## config.mk

```make
export PLATFORM = sky130hd
export DESIGN_NAME = ps2_letter_events
export DESIGN_NICKNAME = d
export VERILOG_FILES = /design/src/rtl/ps2_letter_events_pkg.sv /design/src/rtl/ps2_scan_to_letter.sv /design/src/rtl/ps2_letter_events.sv
export SDC_FILE = /design/constraint.sdc
export NUM_CORES = 1
export LEC_CHECK = 0
export BUFFER_PORTS_ARGS = -buffer_cell sky130_fd_sc_hd__buf_2
export CAP_MARGIN = 20
export CORE_MARGIN = 2
export CORE_UTILIZATION = 50
export CTS_BUF_LIST = sky130_fd_sc_hd__clkbuf_2 sky130_fd_sc_hd__clkbuf_4 sky130_fd_sc_hd__clkbuf_8
export DETAILED_ROUTE_END_ITERATION = 7
export PLACE_DENSITY = 0.72
export SYNTH_ARGS = -nofsm -noshare
export SYNTH_HDL_FRONTEND = slang
export SYNTH_SLANG_ARGS = --single-unit
```

## constraint.sdc

```tcl
create_clock -name clk -period 2.2 [get_ports clk]
set_input_delay 0.33 -clock clk [delete_from_list [all_inputs] [get_ports clk]]
set_output_delay 0.33 -clock clk [all_outputs]
set_load 0.01 [all_outputs]
```

## src/rtl/ps2_letter_events_pkg.sv

```systemverilog
// Shared constants for the PS/2 letter-event path: prefix bytes, set-2 letter codes, FSM states.
// Letter index i (A=0 .. Z=25) is the position of its scan code in LETTER_CODES.
package ps2_letter_events_pkg;

  localparam logic [7:0] SC_EXT = 8'hE0;
  localparam logic [7:0] SC_BRK = 8'hF0;

  localparam int NUM_LETTERS = 26;

  localparam logic [7:0] LETTER_CODES [NUM_LETTERS] = '{
    8'h1C, 8'h32, 8'h21, 8'h23, 8'h24, 8'h2B, 8'h34, 8'h33, 8'h43,
    8'h3B, 8'h42, 8'h4B, 8'h3A, 8'h31, 8'h44, 8'h4D, 8'h15, 8'h2D,
    8'h1B, 8'h2C, 8'h3C, 8'h2A, 8'h1D, 8'h22, 8'h35, 8'h1A
  };

  typedef enum logic [1:0] {
    ST_IDLE,
    ST_EXT,
    ST_BRK,
    ST_EXT_BRK
  } state_t;

endpackage

```

## src/rtl/ps2_scan_to_letter.sv

```systemverilog
// Combinational set-2 scan code to letter index lookup; is_letter_o low for any non-letter byte.
module ps2_scan_to_letter
  import ps2_letter_events_pkg::*;
(
  input  logic [7:0] code_i,
  output logic       is_letter_o,
  output logic [4:0] index_o
);

  always_comb begin
    is_letter_o = 1'b0;
    index_o     = 5'd0;
    for (int i = 0; i < NUM_LETTERS; i++) begin
      if (code_i == LETTER_CODES[i]) begin
        is_letter_o = 1'b1;
        index_o     = 5'(i);
      end
    end
  end

endmodule

```

## src/rtl/ps2_letter_events.sv

```systemverilog
// PS/2 set-2 byte stream to one-per-keystroke letter events on a valid/ready handshake.
// `define KEY_REPEAT_EN to pass typematic repeats of the held letter through as extra events.
module ps2_letter_events
  import ps2_letter_events_pkg::*;
#(
  parameter int unsigned TIMEOUT_CYCLES = 100000
) (
  input  logic       clk,
  input  logic       rst_n,
  input  logic [7:0] byte_in,
  input  logic       byte_valid,
  output logic [4:0] letter,
  output logic       letter_valid,
  input  logic       letter_ready,
  output logic [4:0] held_letter,
  output logic       held_valid,
  output logic       overrun
);

  localparam int CNT_W = $clog2(TIMEOUT_CYCLES + 1);

  state_t           state_q, state_d;
  logic [CNT_W-1:0] cnt_q, cnt_d;
  logic [4:0]       letter_q, letter_d;
  logic             letter_vld_q, letter_vld_d;
  logic [4:0]       held_letter_q, held_letter_d;
  logic             held_vld_q, held_vld_d;
  logic             overrun_q, overrun_d;

  logic             is_letter;
  logic [4:0]       letter_idx;
  logic             event_gen;

  ps2_scan_to_letter u_decode (
    .code_i      (byte_in),
    .is_letter_o (is_letter),
    .index_o     (letter_idx)
  );

  always_comb begin
    state_d       = state_q;
    cnt_d         = cnt_q;
    letter_d      = letter_q;
    letter_vld_d  = letter_vld_q;
    held_letter_d = held_letter_q;
    held_vld_d    = held_vld_q;
    overrun_d     = 1'b0;
    event_gen     = 1'b0;

    if (letter_vld_q && letter_ready) begin
      letter_vld_d = 1'b0;
    end

    // A byte arriving on the expiry cycle wins over the timeout.
    if (byte_valid) begin
      cnt_d = '0;
      case (state_q)
        ST_IDLE: begin
          if (byte_in == SC_EXT) begin
            state_d = ST_EXT;
          end else if (byte_in == SC_BRK) begin
            state_d = ST_BRK;
          end else if (is_letter) begin
`ifdef KEY_REPEAT_EN
            event_gen = 1'b1;
`else
            event_gen = !held_vld_q || (held_letter_q != letter_idx);
`endif
            held_letter_d = letter_idx;
            held_vld_d    = 1'b1;
          end
        end
        ST_EXT: begin
          state_d = (byte_in == SC_BRK) ? ST_EXT_BRK : ST_IDLE;
        end
        ST_BRK: begin
          if (is_letter && held_vld_q && (held_letter_q == letter_idx)) begin
            held_vld_d = 1'b0;
          end
          state_d = ST_IDLE;
        end
        default: begin
          state_d = ST_IDLE;
        end
      endcase
    end else if (state_q != ST_IDLE) begin
      if (cnt_q == CNT_W'(TIMEOUT_CYCLES - 1)) begin
        state_d = ST_IDLE;
        cnt_d   = '0;
      end else begin
        cnt_d = cnt_q + CNT_W'(1);
      end
    end

    // Single-entry buffer: a slot freed this cycle can take the new event.
    if (event_gen) begin
      if (!letter_vld_q || letter_ready) begin
        letter_d     = letter_idx;
        letter_vld_d = 1'b1;
      end else begin
        overrun_d = 1'b1;
      end
    end
  end

  always_ff @(posedge clk or negedge rst_n) begin
    if (!rst_n) begin
      state_q       <= ST_IDLE;
      cnt_q         <= '0;
      letter_q      <= 5'd0;
      letter_vld_q  <= 1'b0;
      held_letter_q <= 5'd0;
      held_vld_q    <= 1'b0;
      overrun_q     <= 1'b0;
    end else begin
      state_q       <= state_d;
      cnt_q         <= cnt_d;
      letter_q      <= letter_d;
      letter_vld_q  <= letter_vld_d;
      held_letter_q <= held_letter_d;
      held_vld_q    <= held_vld_d;
      overrun_q     <= overrun_d;
    end
  end

  assign letter       = letter_q;
  assign letter_valid = letter_vld_q;
  assign held_letter  = held_letter_q;
  assign held_valid   = held_vld_q;
  assign overrun      = overrun_q;

endmodule

```

# == After elaboration in Yosys (flattened, before gate mapping) ==
# Cells that the tools add are included.
# op_classes
add_sub_neg,1
n_eq_ne,38
n_mux,76
n_bitwise,2
n_reduce_logical,16
# ops
op,n
$eq A8 B6 Y1 const B,16
$mux W17,3
$mux W5,10
$mux W1,41
$eq A8 B5 Y1 const B,5
$eq A8 B7 Y1 const B,5
$mux W4,8
$add A17 B1 Y17 const B,1
$eq A17 B17 Y1 const B,1
$eq A8 B8 Y1 const B,2
$mux W2,8
$mux W3,4
$ne A2 B2 Y1 const B,4
$reduce_bool A2 Y1,4
$reduce_and A6 Y1,1
$eq A5 B5 Y1,1
$ne A5 B5 Y1,1
$reduce_and A5 Y1,1
$ne A4 B4 Y1 const B,1
$pmux W2 S2,1
$logic_and A1 B1 Y1,3
$reduce_and A3 Y1,1
$eq A2 B1 Y1 const B,1
$eq A2 B2 Y1 const B,1
6 further kinds,9
# totals
ff_bits,32
out_inout_bits,13
elab_cells,140

# == Logic depth before layout (Yosys ltp) ==
# depth
depth_word,34
depth_mapped,10
mapped_depth_nobuf,8

# == Cells and area by module ==
# From an unflattened synthesis, not the netlist that was laid out.
# unflattened
cells_unflattened,255
hier_area_um2,2280.9
# modules_own_cells
mod,instances,cells_per_inst,area_each_um2,seq_area_each_um2
ps2_letter_events,1,176,1732.9,800.8
ps2_scan_to_letter,1,79,548.0,0.0

# == Worst setup path before layout ==
# No wires, ideal clock.
# synth_path
path_kind,input-to-reg
from,input byte_in[7]
to,register letter_q[0] (netlist: letter[0])
setup_time_ns,0.125
t_arrival_ns,2.507
required_ns,2.075
path_slack_ns,-0.432
path_stages,9
path_cell_list,buf_6 -> or4b_4 -> o32a_4 -> o41ai_2 -> or3_4 -> xor2_2 -> nor4_4 -> a21oi_4 -> mux2_4
# synth_via
elab_chain_len,34
elab_cells_between_ends,87
# synth_lines
element,line_no,text
start: declaration,ps2_letter_events.sv:10,"input logic [7:0] byte_in,"
$eq A8 B6 Y1,ps2_scan_to_letter.sv:14,if (code_i == LETTER_CODES[i]) begin
$mux W1,ps2_scan_to_letter.sv:14,
$mux W2 (2 in a row),ps2_scan_to_letter.sv:14,
$mux W3 (4 in a row),ps2_scan_to_letter.sv:14,
$mux W4 (8 in a row),ps2_scan_to_letter.sv:14,
$mux W5 (10 in a row),ps2_scan_to_letter.sv:14,
$ne A5 B5 Y1,ps2_letter_events.sv:67,event_gen = !held_vld_q || (held_letter_q != letter_idx);
$logic_or A1 B1 Y1,ps2_letter_events.sv:67,
$mux W1,ps2_letter_events.sv:63,end else if (is_letter) begin
$mux W1,ps2_letter_events.sv:61,end else if (byte_in == SC_BRK) begin
$mux W1,ps2_letter_events.sv:59,if (byte_in == SC_EXT) begin
$mux W1,ps2_letter_events.sv:57,case (state_q)
$mux W1,ps2_letter_events.sv:55,if (byte_valid) begin
$reduce_and A2 Y1 (no line),--,
end signal: assignment,ps2_letter_events.sv:118,letter_q <= letter_d;
end: declaration,ps2_letter_events.sv:24,"logic [4:0] letter_q, letter_d;"
# Parallel ways exist; a longest one is shown, timed or not.
# A chain may end at the register's enable or synchronous reset.

# == Worst setup path after layout ==
# layout_path
from,input byte_in[7]
to,register letter_q[1] (netlist: letter[1])
# The elaborated chain is that of the path after synthesis.

==> flow_summary.rst <==
.. list-table::
   :header-rows: 1

   * - Metric
     - Value
   * - Run status
     - complete, but fails checks
   * - Violations in the final reports
     - negative setup slack
   * - Wire length of the first global-routing pass
     - 9404 um
   * - RSZ-0062 raised after global routing
     - true
   * - Flip-flop and latch count after synthesis
     - 32
   * - P_leak
     - 1.331 nW
   * - H-tree depth
     - 2
   * - Type of the tightest min-delay check
     - in -> async
   * - Crit end category
     - flip-flop
   * - Cell type contributing the most total cell area after synthesis
     - sky130_fd_sc_hd__dfrtp_1
   * - Crit path cell chain
     - buf_8, or4b_4, o32a_4, o41ai_4, buf_4, or3_4, xor2_4, nor4_4, a21oi_4, mux2_4
   * - Worst endpoint data arrival time
     - 2.60 ns
   * - Final clock period utilization by the worst path
     - 1.101
   * - DIE AREA
     - between 4000 and 5000 sq um
   * - Antenna violations before repair
     - 0
   * - Delay of the slowest critical-path stage
     - 0.55 ns
   * - Per-cell via count in the routed design
     - between 5 and 6
   * - Worst setup slack after layout
     - -0.2222 ns
   * - Count of fill cells added during filler insertion
     - between 300 and 400
   * - Die width
     - 70.42 um
   * - Number of nets produced by synthesis
     - 248
   * - Worst Setup Path Type
     - in -> reg
   * - Synth-to-layout area growth
     - 30.57%
   * - Clock Root Buffer
     - sky130_fd_sc_hd__clkbuf_8
   * - Actual transition at the worst max-transition pin
     - 0.7051 ns
   * - Final Slew Violations
     - 0
   * - Flip-flop cell with the highest count after synthesis
     - sky130_fd_sc_hd__dfrtp_1
   * - End-of-flow core utilization
     - 0.6707
   * - Final Skew
     - 0.009411 ns
   * - Sum of net half-perimeters after detailed placement
     - 4142 um
   * - Critical path fanouts, max
     - 5
   * - Slowest library cell on the worst path
     - sky130_fd_sc_hd__or4b_4
   * - Max IR drop VDD
     - 0.4418 mV
   * - Share of the synthesized area in the top cell type
     - 0.3630
   * - Total I/O pin count
     - 25
   * - Power per cell area
     - ~580 nW/um^2
   * - Antenna cells
     - 0
   * - Hold-fix buffer count after cts
     - 0
   * - Final antenna-violating net count
     - 0
   * - Sum of negative setup slack
     - -1.510 ns
   * - DRC violations left
     - 0
   * - Count of nets after finishing
     - about 320
   * - Height of the chip
     - 70.42 um
   * - MaxCap Viol Count
     - 0
   * - First drt pass iteration count
     - 4
   * - Combined area of the multi-input logic cells
     - 1383 sq um
   * - Leading cell type by number of instances after synthesis
     - sky130_fd_sc_hd__dfrtp_1
   * - Core area
     - 4294 sq um
   * - Final setup violation count
     - 11
   * - Clock Pin Slew Worst Setup and Hold Paths
     - 0.07 ns
   * - Wirelength per Cell
     - 15.66 um
   * - Crit path required time
     - 2.37 ns
   * - Worst rel slew slack
     - 0.5299
   * - Fin. Hold Viols
     - 0
   * - Yosys Warn Count
     - 0
   * - Proportion of synthesized chip area in sequential cells
     - 0.3630
   * - Total length of routed wires
     - around 5600 um
   * - Pin count of the biggest net entering global routing
     - 33
   * - Sequential cell area
     - 800.8 sq um
   * - All-Layer GR Usage
     - 0.2355
   * - Layout cell share with drive strength beyond 1
     - 0.3762
   * - Clock insertion delay at the later pin of the skew report
     - 0.28 ns
   * - Via count
     - 2,023
   * - Post-Synthesis Cell Area
     - 2206 sq um
   * - CTS tree
     - yes
   * - CP bufs+invs
     - 2
   * - Post-route minimum period
     - 2.422 ns
   * - Distinct cells, synth
     - 62
   * - Violation count after the first detailed-route iteration
     - 95
   * - Total number of clock tree sinks
     - 32
   * - Total chip power
     - 1.675 mW
   * - IO Port Bufs
     - 24
   * - Remaining Overflow, GRT
     - 0
   * - Clk buf depth
     - 2
   * - Most instantiated cells after synthesis
     - 32 x sky130_fd_sc_hd__dfrtp_1, 30 x sky130_fd_sc_hd__nor2_1, 17 x sky130_fd_sc_hd__nand2_1, 13 x sky130_fd_sc_hd__o21ai_0, 10 x sky130_fd_sc_hd__nand3_1
   * - Number of enable-type register cells in the synthesized netlist
     - 0
   * - Worst path top cell family by delay
     - simple AND/OR/NAND/NOR gates
   * - Post-Place Setup Slack
     - -0.5553 ns
   * - Last weighted congestion value of the routability-driven placer
     - 0.9012
   * - Avg Cell Area, Syn
     - between 9 and 10 sq um
   * - Starting utilization of the core area
     - 0.5137
   * - Async set-or-reset flop fraction in the synthesized netlist
     - 1.000
   * - Cells after Synth
     - 235
   * - Fmax
     - 412.9 MHz
   * - CTS buffer count
     - 5
   * - Placement Rows
     - 24
   * - Critical Path Start Type
     - input port
   * - Vias in the first global route
     - 2,049
   * - Leading cell types by total area after synthesis
     - sky130_fd_sc_hd__dfrtp_1 36%, sky130_fd_sc_hd__nor2_1 5.1%, sky130_fd_sc_hd__xor2_1 3.6%, sky130_fd_sc_hd__o21ai_0 2.9%, sky130_fd_sc_hd__nand2_1 2.9%
## kinds of logic (layout without fill, tap and decap cells)
logic type | after synthesis | in the layout | synth area share
compound gates | 52 | 52 | 0.1736
xor+xnor | 13 | 13 | 0.05503
fa+ha+maj | 1 | 1 | 0.005671
buf+inv | 16 | 84 | 0.04934
flops | 32 | 32 | 0.3630
mux | 9 | 9 | 0.04991
simple gates | 112 | 112 | 0.3035
## per-stage QoR
step / cells / hold slack, ns / cell area (sq um)
after CTS: 354 / 0.1119 / 2815
after global routing: 355 / 0.1563 / 2880
after global placement: 344 / 0.4131 / 2639
after detailed placement: 344 / 0.4170 / 2639
after floorplan: 235 / 0.03441 / 2223
final: 355 / 0.08801 / 2880
## cell usage in the layout, fill, tap and decap left out, types with 2 or more instances in the layout
| cell type | n |
|---|---|
| sky130_fd_sc_hd__a211o_1 | 4 |
| sky130_fd_sc_hd__a21o_1 | 4 |
| sky130_fd_sc_hd__a21oi_1 | 7 |
| sky130_fd_sc_hd__a31oi_1 | 4 |
| sky130_fd_sc_hd__a32oi_1 | 2 |
| sky130_fd_sc_hd__and3_1 | 3 |
| sky130_fd_sc_hd__and4_1 | 2 |
| sky130_fd_sc_hd__buf_2 | 20 |
| sky130_fd_sc_hd__buf_4 | 45 |
| sky130_fd_sc_hd__buf_6 | 4 |
| sky130_fd_sc_hd__clkbuf_8 | 5 |
| sky130_fd_sc_hd__dfrtp_1 | 32 |
| sky130_fd_sc_hd__inv_1 | 6 |
| sky130_fd_sc_hd__mux2_2 | 4 |
| sky130_fd_sc_hd__mux2_4 | 3 |
| sky130_fd_sc_hd__nand2_1 | 16 |
| sky130_fd_sc_hd__nand2b_1 | 3 |
| sky130_fd_sc_hd__nand3_1 | 9 |
| sky130_fd_sc_hd__nand3b_1 | 4 |
| sky130_fd_sc_hd__nand4_1 | 6 |
| sky130_fd_sc_hd__nor2_1 | 30 |
| sky130_fd_sc_hd__nor2b_1 | 2 |
| sky130_fd_sc_hd__nor3_1 | 5 |
| sky130_fd_sc_hd__nor3_2 | 2 |
| sky130_fd_sc_hd__nor3b_1 | 2 |
| sky130_fd_sc_hd__nor4b_1 | 2 |
| sky130_fd_sc_hd__nor4bb_1 | 2 |
| sky130_fd_sc_hd__o21ai_0 | 12 |
| sky130_fd_sc_hd__o21ai_2 | 2 |
| sky130_fd_sc_hd__o31ai_1 | 2 |
| sky130_fd_sc_hd__or2b_1 | 2 |
| sky130_fd_sc_hd__or3_1 | 3 |
| sky130_fd_sc_hd__or4b_4 | 4 |
| sky130_fd_sc_hd__xnor2_1 | 3 |
| sky130_fd_sc_hd__xor2_1 | 8 |
## metal layers
metal  wire length, um  global-route usage  vias up
met2              2710              0.3805       37
met5                 0                   0        -
li1                  -                   -     1002
met1              2576              0.3174      975
met3               187             0.04040        9
met4                87             0.08333        0
## flip-flops by register name (all words and copies together), names as in the netlist
| name | flops |
|---|---|
| cnt_q | 17 |
| held_letter | 5 |
| letter | 5 |
| state_q | 2 |
| held_valid | 1 |
| letter_valid | 1 |
| overrun | 1 |
## power by group
group	internal (mW)	switching, mW
clock	0.335	0.226
sequential	0.629	0.0404
combinational	0.218	0.226
## path summary, 6_finish.rpt
check	start	end	slack (ns)	cells after the start
setup / recovery	byte_in[7]	letter[1]$_DFFE_PN0P_	-0.22	10
hold / removal	rst_n	letter[2]$_DFFE_PN0P_	0.09	1
setup reg to reg	state_q[0]$_DFFE_PN0P_	letter[1]$_DFFE_PN0P_	0.34	6
hold reg to reg	cnt_q[16]$_DFFE_PN0P_	cnt_q[16]$_DFFE_PN0P_	0.48	1
max in group asynchronous	rst_n	cnt_q[5]$_DFFE_PN0P_	1.64	1
min in group clk	letter_ready	letter_valid$_DFF_PN0_	0.27	2
## worst reg2reg max path, cell delays in order (launching register included)
cell and delay (ns):
sky130_fd_sc_hd__dfrtp_1 0.44, sky130_fd_sc_hd__nor2_1 0.23, sky130_fd_sc_hd__nand3_1 0.11, sky130_fd_sc_hd__a21oi_1 0.26
sky130_fd_sc_hd__o21ai_2 0.15, sky130_fd_sc_hd__a21oi_4 0.23, sky130_fd_sc_hd__mux2_4 0.33
## area by class of cell
type	instances	area share
flip-flops and latches	32	0.2780
repair buffers	70	0.1729
inverters	6	0.007819
clock buffers	5	0.02389
well taps	52	0.02259
clock inverters	3	0.01477
multi-input cells	187	0.4800
## what timing repair did
action / in CTS / in global routing
resized for setup: 12 / 16
setup endpoints to repair: 11 / 13
gates cloned: 0 / 0
setup buffers: 2 / 1
pin swaps: 2 / 2
(Power assumes the default switching activity.)
